**config.mk**
```make
export PLATFORM = sky130hd
export DESIGN_NAME = hv_stream_out
export DESIGN_NICKNAME = d
export VERILOG_FILES = /design/src/rtl/hpu_pkg.sv /design/src/rtl/hv_fifo.sv /design/src/rtl/hv_stream_out.sv
export SDC_FILE = /design/constraint.sdc
export NUM_CORES = 2
export LEC_CHECK = 0
export ABC_AREA = 0
export CAP_MARGIN = 10
export CORE_AREA = 2 2 537 539
export DETAILED_ROUTE_END_ITERATION = 7
export DIE_AREA = 0 0 539 541
export PLACE_DENSITY = 0.86
export SLEW_MARGIN = 30
export SYNTH_ARGS = -nofsm -noshare
export SYNTH_HDL_FRONTEND = slang
export SYNTH_MEMORY_MAX_BITS = 65536
export SYNTH_SLANG_ARGS = --single-unit
```
**constraint.sdc**
```tcl
create_clock -name clk -period 44.9 [get_ports clk]
set_input_delay 8.98 -clock clk [delete_from_list [all_inputs] [get_ports clk]]
set_output_delay 8.98 -clock clk [all_outputs]
set_load 0.01 [all_outputs]
```
**src/rtl/hpu_pkg.sv**
```systemverilog
// Constants and types shared by the hypervector datapath blocks.
package hpu_pkg;

    localparam int HV_W       = 1024;
    localparam int OUT_W      = 64;
    localparam int BEATS      = HV_W / OUT_W;
    localparam int BEAT_IDX_W = (BEATS > 1) ? $clog2(BEATS) : 1;

    typedef struct packed {
        logic            last;
        logic [HV_W-1:0] d;
    } hv_entry_t;

    typedef enum logic {
        IDLE = 1'b0,
        SEND = 1'b1
    } ser_state_e;

endpackage

```
**src/rtl/hv_fifo.sv**
```systemverilog
// Synchronous FIFO of whole hypervector entries; a push into a full FIFO
// is accepted when a pop happens in the same cycle.
module hv_fifo #(
    parameter int DEPTH = 4
) (
    input  logic                  clk,
    input  logic                  rst,
    input  logic                  push,
    input  hpu_pkg::hv_entry_t    push_data,
    input  logic                  pop,
    output hpu_pkg::hv_entry_t    head,
    output logic                  full,
    output logic                  empty,
    output logic [$clog2(DEPTH):0] level
);
    import hpu_pkg::*;

    localparam int              PTR_W    = $clog2(DEPTH);
    localparam logic [PTR_W-1:0] PTR_ONE  = PTR_W'(1);
    localparam logic [PTR_W:0]   LVL_ONE  = (PTR_W + 1)'(1);
    localparam logic [PTR_W:0]   LVL_FULL = (PTR_W + 1)'(DEPTH);

    hv_entry_t        mem [DEPTH];
    logic [PTR_W-1:0] wr_ptr_q, wr_ptr_d;
    logic [PTR_W-1:0] rd_ptr_q, rd_ptr_d;
    logic [PTR_W:0]   level_q, level_d;

    // NOTE: every variable gets a default before any branch, so no path leaves it unassigned and no latch is inferred.
    always_comb begin
        wr_ptr_d = wr_ptr_q;
        rd_ptr_d = rd_ptr_q;
        level_d  = level_q;
        if (push) wr_ptr_d = wr_ptr_q + PTR_ONE;
        if (pop)  rd_ptr_d = rd_ptr_q + PTR_ONE;
        case ({push, pop})
            2'b10:   level_d = level_q + LVL_ONE;
            2'b01:   level_d = level_q - LVL_ONE;
            default: level_d = level_q;
        endcase
    end

    // NOTE: state flops use non-blocking assignments so every flop samples pre-edge values regardless of statement order.
    always_ff @(posedge clk) begin
        if (rst) begin
            wr_ptr_q <= '0;
            rd_ptr_q <= '0;
            level_q  <= '0;
        end else begin
            wr_ptr_q <= wr_ptr_d;
            rd_ptr_q <= rd_ptr_d;
            level_q  <= level_d;
        end
    end

    // NOTE: storage has no reset; a slot is only read after it was written, and a reset-free array maps onto plain RAM.
    always_ff @(posedge clk) begin
        if (push) mem[wr_ptr_q] <= push_data;
    end

    assign head  = mem[rd_ptr_q];
    assign full  = (level_q == LVL_FULL);
    assign empty = (level_q == '0);
    assign level = level_q;

endmodule

```
**src/rtl/hv_stream_out.sv**
```systemverilog
// Buffers encoded hypervectors and serializes them into AXI4-Stream beats.
// Define HV_STREAM_OUT_CNT_EN to implement the sent_cnt vector counter.
module hv_stream_out #(
    parameter int DIM   = hpu_pkg::HV_W - 1,
    parameter int OUT_W = hpu_pkg::OUT_W,
    parameter int DEPTH = 4
) (
    input  logic                   clk,
    input  logic                   rst,
    input  logic                   in_v,
    input  logic [DIM:0]           in_d,
    input  logic                   in_last,
    output logic                   m_axis_tvalid,
    input  logic                   m_axis_tready,
    output logic [OUT_W-1:0]       m_axis_tdata,
    output logic                   m_axis_tlast,
    output logic                   done,
    output logic                   overflow,
    output logic [$clog2(DEPTH):0] level,
    output logic [31:0]            sent_cnt
);
    import hpu_pkg::*;

    localparam logic [BEAT_IDX_W-1:0]    LAST_IDX = BEAT_IDX_W'(BEATS - 1);
    localparam logic [BEAT_IDX_W-1:0]    IDX_ONE  = BEAT_IDX_W'(1);
    localparam logic [$clog2(DEPTH):0]   LVL_ONE  = ($clog2(DEPTH) + 1)'(1);

    ser_state_e                  state_q, state_d;
    logic [BEAT_IDX_W-1:0]       idx_q, idx_d;
    logic                        done_q, done_d;
    logic                        overflow_q, overflow_d;
    hv_entry_t                   wr_entry, head;
    logic                        full, empty;
    logic                        hs, last_beat, pop, wr_en;
    logic [BEATS-1:0][OUT_W-1:0] head_beats;

    assign hs         = m_axis_tvalid && m_axis_tready;
    assign last_beat  = (idx_q == LAST_IDX);
    assign pop        = hs && last_beat;
    assign wr_en      = in_v && (!full || pop);
    assign wr_entry   = '{last: in_last, d: in_d};
    assign head_beats = head.d;

    hv_fifo #(
        .DEPTH(DEPTH)
    ) u_fifo (
        .clk      (clk),
        .rst      (rst),
        .push     (wr_en),
        .push_data(wr_entry),
        .pop      (pop),
        .head     (head),
        .full     (full),
        .empty    (empty),
        .level    (level)
    );

    always_ff @(posedge clk) begin
        if (rst) state_q <= IDLE;
        else     state_q <= state_d;
    end

    // Look at post-edge occupancy so a fresh write starts sending next cycle
    // and back-to-back vectors leave no bubble.
    always_comb begin
        state_d = state_q;
        case (state_q)
            IDLE:    if (!empty || wr_en) state_d = SEND;
            SEND:    if (pop && (level == LVL_ONE) && !wr_en) state_d = IDLE;
            default: state_d = IDLE;
        endcase
    end

    always_comb begin
        m_axis_tvalid = (state_q == SEND);
        m_axis_tdata  = m_axis_tvalid ? head_beats[idx_q] : '0;
        m_axis_tlast  = m_axis_tvalid && head.last && last_beat;
    end

    always_comb begin
        idx_d      = idx_q;
        if (hs) idx_d = last_beat ? '0 : idx_q + IDX_ONE;
        done_d     = hs && m_axis_tlast;
        overflow_d = overflow_q || (in_v && full && !pop);
    end

    always_ff @(posedge clk) begin
        if (rst) begin
            idx_q      <= '0;
            done_q     <= 1'b0;
            overflow_q <= 1'b0;
        end else begin
            idx_q      <= idx_d;
            done_q     <= done_d;
            overflow_q <= overflow_d;
        end
    end

`ifdef HV_STREAM_OUT_CNT_EN
    logic [31:0] cnt_q, cnt_d;

    assign cnt_d = pop ? cnt_q + 32'd1 : cnt_q;

    always_ff @(posedge clk) begin
        if (rst) cnt_q <= '0;
        else     cnt_q <= cnt_d;
    end

    assign sent_cnt = cnt_q;
`else
    assign sent_cnt = '0;
`endif

    assign done     = done_q;
    assign overflow = overflow_q;

endmodule

```
# == After elaboration in Yosys (flattened, before gate mapping) ==
# Memories as Yosys holds them, arrays and structs flattened. A register that Yosys moved wholly into a read port is not among the register bits.
# Index checks and enable logic that the tools add are counted.
# op_classes
add_sub_neg,5
magnitude_cmp,1
eq_ne,5
n_mux,12
bitwise_logic,1
n_reduce_logical,19
# op_table
cell,count
64-bit binary-select mux with 4-bit select,1
64-bit 2-to-1 mux,2
1-bit logical AND,10
3-bit case mux with 2 select lines,1
4-bit by 5-bit < comparator with 1-bit output (second input constant),1
2-bit by 1-bit adder with 2-bit output (second input constant),2
4-bit by 1-bit adder with 4-bit output (second input constant),1
4-bit == test (second input constant),1
1-bit zero test,4
1-bit 2-to-1 mux,4
2-bit 2-to-1 mux,2
4-bit 2-to-1 mux,1
3-bit by 1-bit adder with 3-bit output (second input constant),1
3-bit by 1-bit == test with 1-bit output (second input constant),1
3-bit == test (second input constant),1
3-bit zero test,1
1-bit logical OR,3
3-bit by 1-bit subtractor with 3-bit output (second input constant),1
2-bit by 1-bit == test with 1-bit output (second input constant),1
2-bit == test (second input constant),1
1-bit case mux with 2 select lines,1
2-bit nonzero test,1
1-bit inverter,1
# totals
register_bits,14
mem_bits_rw,4100
in_bits,1029
elab_cells,51
mem_count,1
# mem_list
memory,depth,word_bits,rd,rd_clocked_by_memory_dff,wr,line_no,source
u_fifo.mem,4,1025,1,1,1,hv_fifo.sv:23,hv_entry_t mem [DEPTH];

# == Longest topological paths before layout ==
# logic_depth
depth_word,8
mapped_depth,10

# == Cells and area by module ==
# From an unflattened synthesis, not the netlist that was laid out.
# unflattened
cells_unflattened,6229
hier_area_um2,156385.0
# by_module_without_submodules
module,instances,cells_each,area_each_um2,seq_area_each_um2
hv_fifo,1,5400,147761.7,123298.3
hv_stream_out,1,829,8623.3,140.1

# == Worst setup path before layout ==
# Ideal clock, no wire load.
# synth_path
kind,in2reg
startpoint,input m_axis_tready
endpoint,"memory u_fifo.mem[0][0] in the netlist's numbering, enable pin"
setup_time_ps,1533
t_arrival_ps,32854
t_required_ps,43367
setup_slack_ps,10513
stages,4
n_path_buf,0
path_cell_list,nand2_1 -> or2_2 -> a31oi_1 -> and2_1
# synth_between
elab_chain_len,6
# synth_rtl
item,line_no,source
from (decl),hv_stream_out.sv:14,"input logic m_axis_tready,"
1-bit logical AND,hv_stream_out.sv:37,assign hs = m_axis_tvalid && m_axis_tready;
1-bit logical AND,hv_stream_out.sv:39,assign pop = hs && last_beat;
1-bit logical OR,hv_stream_out.sv:40,assign wr_en = in_v && (!full || pop);
1-bit logical AND,hv_stream_out.sv:40,
1-bit 2-to-1 mux,hv_fifo.sv:57,if (push) mem[wr_ptr_q] <= push_data;
1-bit 2-to-1 mux (not written as such),hv_fifo.sv:57,
to (decl),hv_fifo.sv:23,
# No other way between the ends.

==> key figures <==
Placement
  – Placed cells: 11500
  – Cell Area, Placed: 172000 um2
  – Port bufs: 1099
  – Hpwl dp: 299000 um
  – GPL Wtd Cong: 0.856
  – Worst slack, placed: 28.14 ns

Critical path
  – CP Cell Sequence: buf_12, buf_4, buf_4, mux4_2, a211oi_2, o21ai_0, buf_4, a22o_1, clkdlybuf4s50_1
  – Critical Path Slowest Stage Cell: buf_4
  – Critical R2R Capture: u_fifo.mem[3][930]
  – Worst Path Arrival: between 7 and 8 ns
  – Top cell by count, worst path: buf_4
  – Crit path kind: register to primary output
  – Startpoint Class: register
  – Worst r2r src: idx_q[1]
  – R2r setup slk: between 30 and 40 ns
  – Crit end category: primary output
  – Worst R2R Path Depth: 12
  – Top cell family by delay on the critical path: buffers and inverters
  – WP buf/inv: 5
  – Crit-path max cell delay: 0.84 ns
  – Critical path peak fanout: 79
  – Critical path required time: 35.92 ns

GRT
  – Vias in the first global route: ~84000
  – Largest net degree at the start of global routing: approximately 160
  – Total GRT Usage: about a third
  – Initial antenna violation count: 338
  – GRT overflow: 0
  – First-pass GRT wire length: approximately 660000 um

Power and ir drop
  – Power density cells: 45.0 nW/um2
  – Total power: 8.37 mW
  – P_leak: 56.5 nW
  – Peak supply drop: 0.0465 mV

Detailed routing
  – Antenna-violating nets left: 0
  – Via count: approximately 85000
  – DR DRC count: 0
  – Drt pass-1 iters: 6
  – DR iter-0 viols: 15300
  – Via density: 6.83
  – Final WL: ~490000 um
  – DR WL/cell: a little under 40 um

Timing
  – Tcrit/Tclk final: 36.3%
  – Worst Max-Slew Pin Slew: 1.26 ns
  – Post-route setup slack: 28.62 ns
  – Period minus WS final: approximately 16 ns
  – Peak Freq: 61.4 MHz
  – Unrepaired setup endpoints after global routing: no
  – Max Clock Skew: 0.0758 ns
  – Setup violators final: 0
  – WHS: 0.526 ns
  – Max Slew Vio Count: 0
  – Setup TNS: 0 ns
  – Hold violation count in the final report: 0
  – Relative slew slack: 15.9%

Clock network
  – CTS resizes: 0
  – H-tree Lvls: 5
  – CTS Root Buffer Type: clkbuf_16
  – Worst-case clock buffer depth: 4
  – Total CTS buffers: 399
  – Clk pin slew, worst setup/hold paths: ~0.070 ns
  – Post-CTS setup repair buffer count: 0
  – CTS tree: built
  – Clk sinks: 4116
  – Clk Latency, worst-skew pair: 0.99 ns
  – CTS Hold Bufs: 0

Logic synthesis
  – Synth Area per Inst: 22.8 um2
  – EDFF count, synth: 4100
  – Syn Std Cell Area: about 160000 um2
  – Number of synthesized register bits: approximately 4100
  – Post-synth top flop: edfxtp_1
  – Largest area contributor in the synthesized netlist: edfxtp_1
  – Syn Inst Count: 6876
  – Count leader, synth: edfxtp_1
  – YS warnings: 0
  – Netlist cell types: 44
  – Top cell type's share of synthesized area: 78.7%
  – Async S/R FF share, synth: 0%
  – Top cells by count, synth: edfxtp_1 (4100), mux4_2 (856), mux2i_1 (595)
  – Largest cells by area after synthesis: edfxtp_1 (79%), mux4_2 (12%), mux2i_1 (3.8%)
  – Seq/Total Area, Yosys: 78.9%

Cells and area
  – Final core occ: 64.9%
  – Layout Nets: ~9200
  – Non-filler instance count after layout: 12500
  – Fillcell total: 17200
  – Layout area overhead: 18.8%
  – Final instance area: 186000 um2
  – Share of layout cells above drive strength 1: 19.5%

Floorplanning
  – Chip Width: 539 um
  – DIE AREA: 292000 um2
  – Initial Util: between 50% and 60%
  – Die height: about 540 um
  – Core area: 286000 um2
  – Num rows: between 150 and 200
  – Top Ports: about 1100

Hold path
  – Hold WC Path Type: register to register
  – Worst hold path startpoint: overflow
  – Worst Hold End: overflow
  – Hold path depth: 2

Run status
  – Outcome: finished, final reports clean

Job
  – Max Cap Viol: 0
[worst register-to-register path, delay by kind of cell, from the launching register on]
kind | cells | cell delay [ns]
buffers and inverters | 7 | 5.12
flip-flops | 1 | 0.88
AO/OA/AOI/OAI | 1 | 0.61
adder cells (fa/ha/maj) | 1 | 0.35
AND/OR/NAND/NOR | 3 | 1.19
[cell families after synthesis]
logic type,after synthesis,synth area share [%]
AOI/OAI and AO/OA,727,3.16
xor gates and xnor gates,7,0.0392
adders and majority gates,10,0.0799
buffers and inverters,436,1.35
DFF,4116,78.9
muxes,1454,16.1
other,1,0.00240
and+or+nand+nor,125,0.372
[power breakdown]
part,leakage (nW),internal [mW],switching [mW]
clock network,6.27,1.85,1.49
logic,12.4,0.206,0.332
registers,37.8,4.44,0.0600
[state kept, by name, indices dropped and copies added, names as in the netlist, named ones only]
name / flops
idx_q: 4
u_fifo.level: 3
overflow: 1
done: 1
u_fifo.wr_ptr_q: 2
m_axis_tvalid: 1
u_fifo.mem: 4100
u_fifo.rd_ptr_q: 2
[cells in the final DEF (no fill, tap or decap), types with 24 or more instances in the layout]
cell type / count
a211o_1: 24
a211oi_1: 88
a21oi_1: 82
a221oi_1: 29
a32o_1: 26
buf_4: 137
bufinv_16: 36
clkbuf_1: 69
clkbuf_16: 399
clkdlybuf4s50_1: 1099
clkinv_1: 104
clkinv_2: 65
conb_1: 32
diode_2: 254
edfxtp_1: 4100
mux2i_1: 595
mux4_2: 856
nor2_1: 61
o21ai_0: 140
o221ai_1: 62
o22ai_1: 149
[area by class of cell]
class                      count  area (um2)  share of cell area (%)
antenna                      254         636                   0.342
clock buffer                 468       10200                    5.51
clock inverter               254        2680                    1.44
inverter                       7        26.3                  0.0141
multi-input combinational   2355       31400                    16.9
sequential                  4116      123000                    66.4
tap                         3781        4730                    2.54
timing repair buffer        1278       12800                    6.86
[layer usage]
layer	part of all wire [%]	track usage [%]	vias up
met5	0.26	0	-
met4	7.6	19.7	192
met3	15	12.6	1580
met2	45	48.1	7977
met1	32	40.1	43500
li1	-	-	32200
[how the worst max path moves through the flow]
stage | start | end | cells past startpoint
2_1_floorplan | m_axis_tready | u_fifo.mem[0][0] | 4
3_3_place_gp | m_axis_tready | u_fifo.mem[3][518] | 11
3_5_place_dp | m_axis_tready | u_fifo.mem[3][518] | 11
4_1_cts | register | m_axis_tdata[12] | 9
5_1_grt | register | m_axis_tdata[45] | 9
6_report | register | m_axis_tdata[12] | 9
(Power assumes the default switching activity.)
